--- src/rtl/morse_pkg.sv ---
// Shared types and constants for the Morse symbol assembler.
package morse_pkg;

    typedef enum logic [1:0] {
        StIdle,
        StPress,
        StGap
    } state_t;

    localparam logic ELEM_DOT  = 1'b0;
    localparam logic ELEM_DASH = 1'b1;

    function automatic int len_width(input int max_syms);
        return $clog2(max_syms + 1);
    endfunction

endpackage

--- src/rtl/morse_unit_timer.sv ---
// Prescaler plus saturating unit counter; clr restarts both and overrides a coincident wrap.
module morse_unit_timer #(
    parameter int unsigned UNIT_TICKS = 4_999_999,
    parameter int unsigned CNT_BITS   = 4
) (
    input  logic                clk,
    input  logic                reset_n,
    input  logic                clr,
    output logic [CNT_BITS-1:0] units
);

    localparam int unsigned PW = (UNIT_TICKS > 0) ? $clog2(UNIT_TICKS + 1) : 1;

    logic [PW-1:0]       presc_q, presc_d;
    logic [CNT_BITS-1:0] units_q, units_d;
    logic                wrap;

    assign wrap  = (presc_q == PW'(UNIT_TICKS));
    assign units = units_q;

    always_comb begin
        presc_d = presc_q + PW'(1);
        units_d = units_q;
        if (clr) begin
            presc_d = '0;
            units_d = '0;
        end else if (wrap) begin
            presc_d = '0;
            if (units_q != '1) begin
                units_d = units_q + CNT_BITS'(1);
            end
        end
    end

    always_ff @(posedge clk or negedge reset_n) begin
        if (!reset_n) begin
            presc_q <= '0;
            units_q <= '0;
        end else begin
            presc_q <= presc_d;
            units_q <= units_d;
        end
    end

endmodule

--- src/rtl/morse_symbol_assembler.sv ---
// Times key presses/gaps and assembles dot/dash elements into a character code.
// Define MORSE_SYNC_EN to add a 2-flop input synchroniser on b.
module morse_symbol_assembler
    import morse_pkg::*;
#(
    parameter int unsigned UNIT_TICKS = 4_999_999,
    parameter int unsigned CNT_BITS   = 4,
    parameter int unsigned DOT_MAX    = 2,
    parameter int unsigned DASH_MAX   = 4,
    parameter int unsigned LG_UNITS   = 3,
    parameter int unsigned WG_UNITS   = 7,
    parameter int unsigned MAX_SYMS   = 6
) (
    input  logic                             clk,
    input  logic                             reset_n,
    input  logic                             b,
    output logic                             dot,
    output logic                             dash,
    output logic                             lg,
    output logic                             wg,
    output logic                             char_valid,
    output logic [MAX_SYMS-1:0]              code,
    output logic [len_width(MAX_SYMS)-1:0]   len,
    output logic                             err
);

    localparam int LW = len_width(MAX_SYMS);
    localparam logic [CNT_BITS-1:0] DOT_C  = CNT_BITS'(DOT_MAX);
    localparam logic [CNT_BITS-1:0] DASH_C = CNT_BITS'(DASH_MAX);
    localparam logic [CNT_BITS-1:0] LG_C   = CNT_BITS'(LG_UNITS);
    localparam logic [CNT_BITS-1:0] WG_C   = CNT_BITS'(WG_UNITS);
    localparam logic [LW-1:0]       FULL_C = LW'(MAX_SYMS);

    logic b_s, b_d;
    logic rise, fall;
    logic [CNT_BITS-1:0] units;

`ifdef MORSE_SYNC_EN
    logic [1:0] sync_q;
    always_ff @(posedge clk or negedge reset_n) begin
        if (!reset_n) sync_q <= 2'b11;
        else          sync_q <= {sync_q[0], b};
    end
    assign b_s = sync_q[1];
`else
    assign b_s = b;
`endif

    // b_d resets high so a key already held (or released) across reset never reads as a press.
    always_ff @(posedge clk or negedge reset_n) begin
        if (!reset_n) b_d <= 1'b1;
        else          b_d <= b_s;
    end

    assign rise = b_s & ~b_d;
    assign fall = ~b_s & b_d;

    morse_unit_timer #(
        .UNIT_TICKS (UNIT_TICKS),
        .CNT_BITS   (CNT_BITS)
    ) u_timer (
        .clk     (clk),
        .reset_n (reset_n),
        .clr     (rise | fall),
        .units   (units)
    );

    state_t              state_q, state_d;
    logic [MAX_SYMS-1:0] buf_q, buf_d;
    logic [LW-1:0]       blen_q, blen_d;
    logic [MAX_SYMS-1:0] code_q;
    logic [LW-1:0]       len_q;
    logic dot_q, dash_q, err_q, lg_q, wg_q, cv_q;
    logic dot_d, dash_d, err_d, lg_d, wg_d;

    logic u_zero, u_dot, u_long, full, lg_hit, wg_hit, accept;

    assign u_zero = (units == '0);
    assign u_dot  = (units <= DOT_C);
    assign u_long = (units > DASH_C);
    assign full   = (blen_q == FULL_C);
    assign accept = (state_q == StPress) && fall && !u_zero && !u_long && !full;
    // An empty buffer in GAP means the letter gap has already been reported.
    assign lg_hit = (state_q == StGap) && (blen_q != '0) && (units >= LG_C);
    assign wg_hit = (state_q == StGap) && !rise && (units >= WG_C);

    always_ff @(posedge clk or negedge reset_n) begin
        if (!reset_n) begin
            state_q <= StIdle;
            buf_q   <= '0;
            blen_q  <= '0;
            code_q  <= '0;
            len_q   <= '0;
            dot_q   <= 1'b0;
            dash_q  <= 1'b0;
            err_q   <= 1'b0;
            lg_q    <= 1'b0;
            wg_q    <= 1'b0;
            cv_q    <= 1'b0;
        end else begin
            state_q <= state_d;
            buf_q   <= buf_d;
            blen_q  <= blen_d;
            dot_q   <= dot_d;
            dash_q  <= dash_d;
            err_q   <= err_d;
            lg_q    <= lg_d;
            wg_q    <= wg_d;
            cv_q    <= lg_d;
            if (lg_d) begin
                code_q <= buf_q;
                len_q  <= blen_q;
            end
        end
    end

    always_comb begin
        state_d = state_q;
        buf_d   = buf_q;
        blen_d  = blen_q;
        case (state_q)
            StIdle: begin
                if (rise) state_d = StPress;
            end
            StPress: begin
                if (fall) begin
                    if (u_zero) begin
                        state_d = (blen_q == '0) ? StIdle : StGap;
                    end else if (u_long || full) begin
                        state_d = StIdle;
                        buf_d   = '0;
                        blen_d  = '0;
                    end else begin
                        buf_d[blen_q] = u_dot ? ELEM_DOT : ELEM_DASH;
                        blen_d        = blen_q + LW'(1);
                        state_d       = StGap;
                    end
                end
            end
            StGap: begin
                if (lg_hit) begin
                    buf_d  = '0;
                    blen_d = '0;
                end
                if (rise)        state_d = StPress;
                else if (wg_hit) state_d = StIdle;
            end
            default: state_d = StIdle;
        endcase
    end

    always_comb begin
        dot_d  = accept && u_dot;
        dash_d = accept && !u_dot;
        err_d  = (state_q == StPress) && fall && !u_zero && (u_long || full);
        lg_d   = lg_hit;
        wg_d   = wg_hit;
    end

    assign dot        = dot_q;
    assign dash       = dash_q;
    assign err        = err_q;
    assign lg         = lg_q;
    assign wg         = wg_q;
    assign char_valid = cv_q;
    assign code       = code_q;
    assign len        = len_q;

endmodule

--- config.mk ---
export PLATFORM = sky130hd
export DESIGN_NAME = morse_symbol_assembler
export DESIGN_NICKNAME = d
export VERILOG_FILES = /design/src/rtl/morse_pkg.sv /design/src/rtl/morse_unit_timer.sv /design/src/rtl/morse_symbol_assembler.sv
export SDC_FILE = /design/constraint.sdc
export NUM_CORES = 1
export LEC_CHECK = 0
export CAP_MARGIN = 20
export CELL_PAD_IN_SITES_DETAIL_PLACEMENT = 2
export CELL_PAD_IN_SITES_GLOBAL_PLACEMENT = 2
export CORE_MARGIN = 2
export CORE_UTILIZATION = 39
export CTS_CLUSTER_SIZE = 24
export DETAILED_ROUTE_END_ITERATION = 12
export HOLD_SLACK_MARGIN = 0.06
export PLACE_DENSITY = 0.83
export SLEW_MARGIN = 30
export SYNTH_ARGS = -nofsm -noshare
export SYNTH_HDL_FRONTEND = slang
export SYNTH_SLANG_ARGS = --single-unit
--- constraint.sdc ---
create_clock -name clk -period 2.5 [get_ports clk]
set_input_delay 0.25 -clock clk [delete_from_list [all_inputs] [get_ports clk]]
set_output_delay 0.25 -clock clk [all_outputs]
set_load 0.01 [all_outputs]
==> reports/metrics.yaml <==
synthesis:
  synth-edff-count: 0
  synth_area_leaders: "dfrtp_1, mux2_2, ha_1"
  ys_ff_latch: 53
  synth_cell_types: 49
  synth_compound_area_share_pct: 11.5
  syn_nets: 282
  synthSimpleGateAreaFrac_pct: 23.6
  synth_ff_type: "dfrtp_1"
  synth_common_cells: "dfrtp_1, nor2_1, inv_1, o21ai_0, nand4_1"
  synth_area_sq_um: 2790
  avgSynthCellArea_sq_um: 10.3
  async_flop_share_pct: 100
  synth_mux_area_share_pct: 5.16
  synth.most_common_cell: "dfrtp_1"
  synth_top_area_share_pct: 46.7
  synth-xor-area-share_pct: 4.09
  netlist_instances: 270
  synth_adder_area_share_pct: 4.04
  yosysTopAreaCell: "dfrtp_1"
  seq_area_frac_synth_pct: 47.6
  synth_top_family_by_area: "simple AND/OR/NAND/NOR gates"
  yosys_warnings: 0
clock_tree:
  postCtsSetupBuffers: 0
  hold_buffers: 0
  cts_tree: "yes"
  clkLatencyLatePin_ns: 0.31
  cts_resized: 0
  cts.path.max_buffers: 2
  numCtsBuffers: 5
  htreeDepth: 2
  clock-sinks: 53
  clk_pin_slew_ns: 0.11
  root_buffer: "clkbuf_8"
timing:
  period_share_pct: 90.5
  holdWs_ns: 0.0650
  worst_pin_slew_ns: 0.686
  rsz0062_at_grt: "no"
  fmax_mhz: 442
  final-hold-violation-count: 0
  slew_headroom_pct: 54.3
  post-route-min-period_ns: 2.26
  setup_tns_ns: 0
  setup_violations: 0
  fin_skew_ns: 0.00631
  slew_viol_final: 0
floorplanning:
  rows: 30
  coreArea_sq_um: 6870
  die_w_um: 88.5
  die_area_sq_um: 7840
  design.portCount: 18
  die_h_um: 88.5
  initial_core_util_pct: 40.6
job:
  cap_violations: 0
critical_path:
  path_cells: "inv_1, ha_1, nor2b_1, o32ai_2, nand2b_1, o2bb2ai_1"
  arrival_ns: 2.49
  critPathCaptureType: "flip-flop"
  criticalPathCategory: "reg -> reg"
  cp_slowest_stage_delay_ns: 0.61
  crit_buf_inv: 1
  worstSetupStartpointType: "flip-flop"
  cp_max_fo: 10
  required_ns: 2.73
  cpLargestDelayFamily: "compound AO/OA/AOI/OAI gates"
  slowest_stage: "o32ai_2"
pwr:
  switchingPower_mw: 0.396
  swShare_pct: 26.3
  cellPowerDensity_nw_per_um2: 479
  leakagePower_nw: 1.29
  pwr-share-comb_pct: 7.0
  power.internal_mw: 1.11
  clkPwrFrac_pct: 33.3
  ir_worst_vdd_mv: 0.250
  seq_power_share_pct: 59.7
  p_total_mw: 1.51
global_route:
  grt_pass1_wl_um: 12000
  overflow: 0
  grt_start_max_net_pins: 54
  grtUsageTotal_pct: 19.6
  grt_pass1_vias: 2394
  antenna_found_initial: 0
finish:
  final_nets: 301
  layout-drive-gt1-share_pct: 12.8
  diodes: 0
  area_growth_pct: 12.9
route:
  antenna_left: 0
  dr.pass1.iters: 4
  vias_per_cell: 5.57
  totalWireLength_um: 7060
  wire_per_inst_um: 18.3
  drtIter0Drc: 70
  vias: 2149
  drc: 0
hold_path:
  hold_path.class: "in -> async"
placement:
  gp_congestion: 0.747
  io_buffers: 17
  place_hpwl_um: 5080
outcome:
  status: "complete, no violations"
power by group through the flow:
| stage | logic (mW) | registers, mW | clock network, mW |
|---|---|---|---|
| after CTS | 0.108 | 0.899 | 0.517 |
| after global placement | 0.105 | 0.915 | 0 |
| after detailed placement | 0.108 | 0.916 | 0 |
| after global routing | 0.122 | 0.902 | 0.547 |
| final | 0.106 | 0.899 | 0.501 |
| after floorplan | 0.0660 | 0.908 | 0 |
per-layer routing:
metal  GRT usage, %  vias to the layer above  routed length (um)
met1           24.3                     1118                3180
li1               -                     1012                   -
met2           36.6                       15                3740
met5              0                        -                   0
met3           2.80                        4                  97
met4           3.31                        0                  40
placed cells by master, fill, tap and decap left out, types with 3 or more instances in the layout:
cell,Yosys,layout
a21oi_1,7,7
a32o_1,4,4
and2_1,4,4
and3_1,5,5
buf_4,3,5
clkbuf_8,0,5
clkdlybuf4s50_1,0,16
dfrtp_1,52,52
ha_1,9,9
inv_1,15,15
mux2_2,11,11
nand2_1,8,8
nand2b_1,4,4
nand3_1,9,9
nand4_1,13,13
nor2_1,30,30
nor2b_1,3,3
nor3_1,10,10
nor4_1,8,8
nor4b_1,4,4
o21ai_0,15,15
xnor2_1,10,10
xor2_1,3,3
cells by family after synthesis:
| family | Yosys count |
|---|---|
| compound gates | 45 |
| xor+xnor | 13 |
| fa+ha+maj | 9 |
| buf+inv | 25 |
| flops | 53 |
| mux | 13 |
| simple gates | 112 |
registers in the layout, summed over array words and instances, names as in the netlist, 2 cells and up:
signal,flops
state_q,2
len,3
code,6
buf_q,6
u_timer.units,4
u_timer.presc_q,23
blen_q,3
stage by stage:
step / std cells / util, % / area, sq um / worst slack, ns
3_3_place_gp: 378 / 44.5 / 3060 / 0.396
5_1_grt: 386 / 45.8 / 3150 / 0.0446
6_report: 386 / 45.8 / 3150 / 0.237
2_1_floorplan: 270 / - / 2790 / 0.274
3_5_place_dp: 378 / 44.5 / 3060 / 0.256
4_1_cts: 386 / 45.8 / 3150 / 0.225
path summary, 6_finish.rpt:
path                            from          to  slack [ns]  depth (start not counted)
max                        blen_q[1]   blen_q[2]        0.24                          6
min                          reset_n  state_q[0]        0.06                          2
max reg2reg                blen_q[1]   blen_q[2]        0.24                          6
min reg2reg                 buf_q[1]    buf_q[1]        0.50                          1
max in group asynchronous    reset_n     code[2]        1.99                          2
min in group clk                   b         b_d        0.40                          1
layout make-up:
class                           instances  area, sq um
Clock buffer                            5         68.8
Multi-Input combinational cell        192         1350
Fill cell                             747         3720
Sequential cell                        53         1330
Tap cell                               96          120
Clock inverter                          3         21.3
Inverter                               15         56.3
Timing Repair Buffer                   22          203
Power figures use the tool's default switching activity.
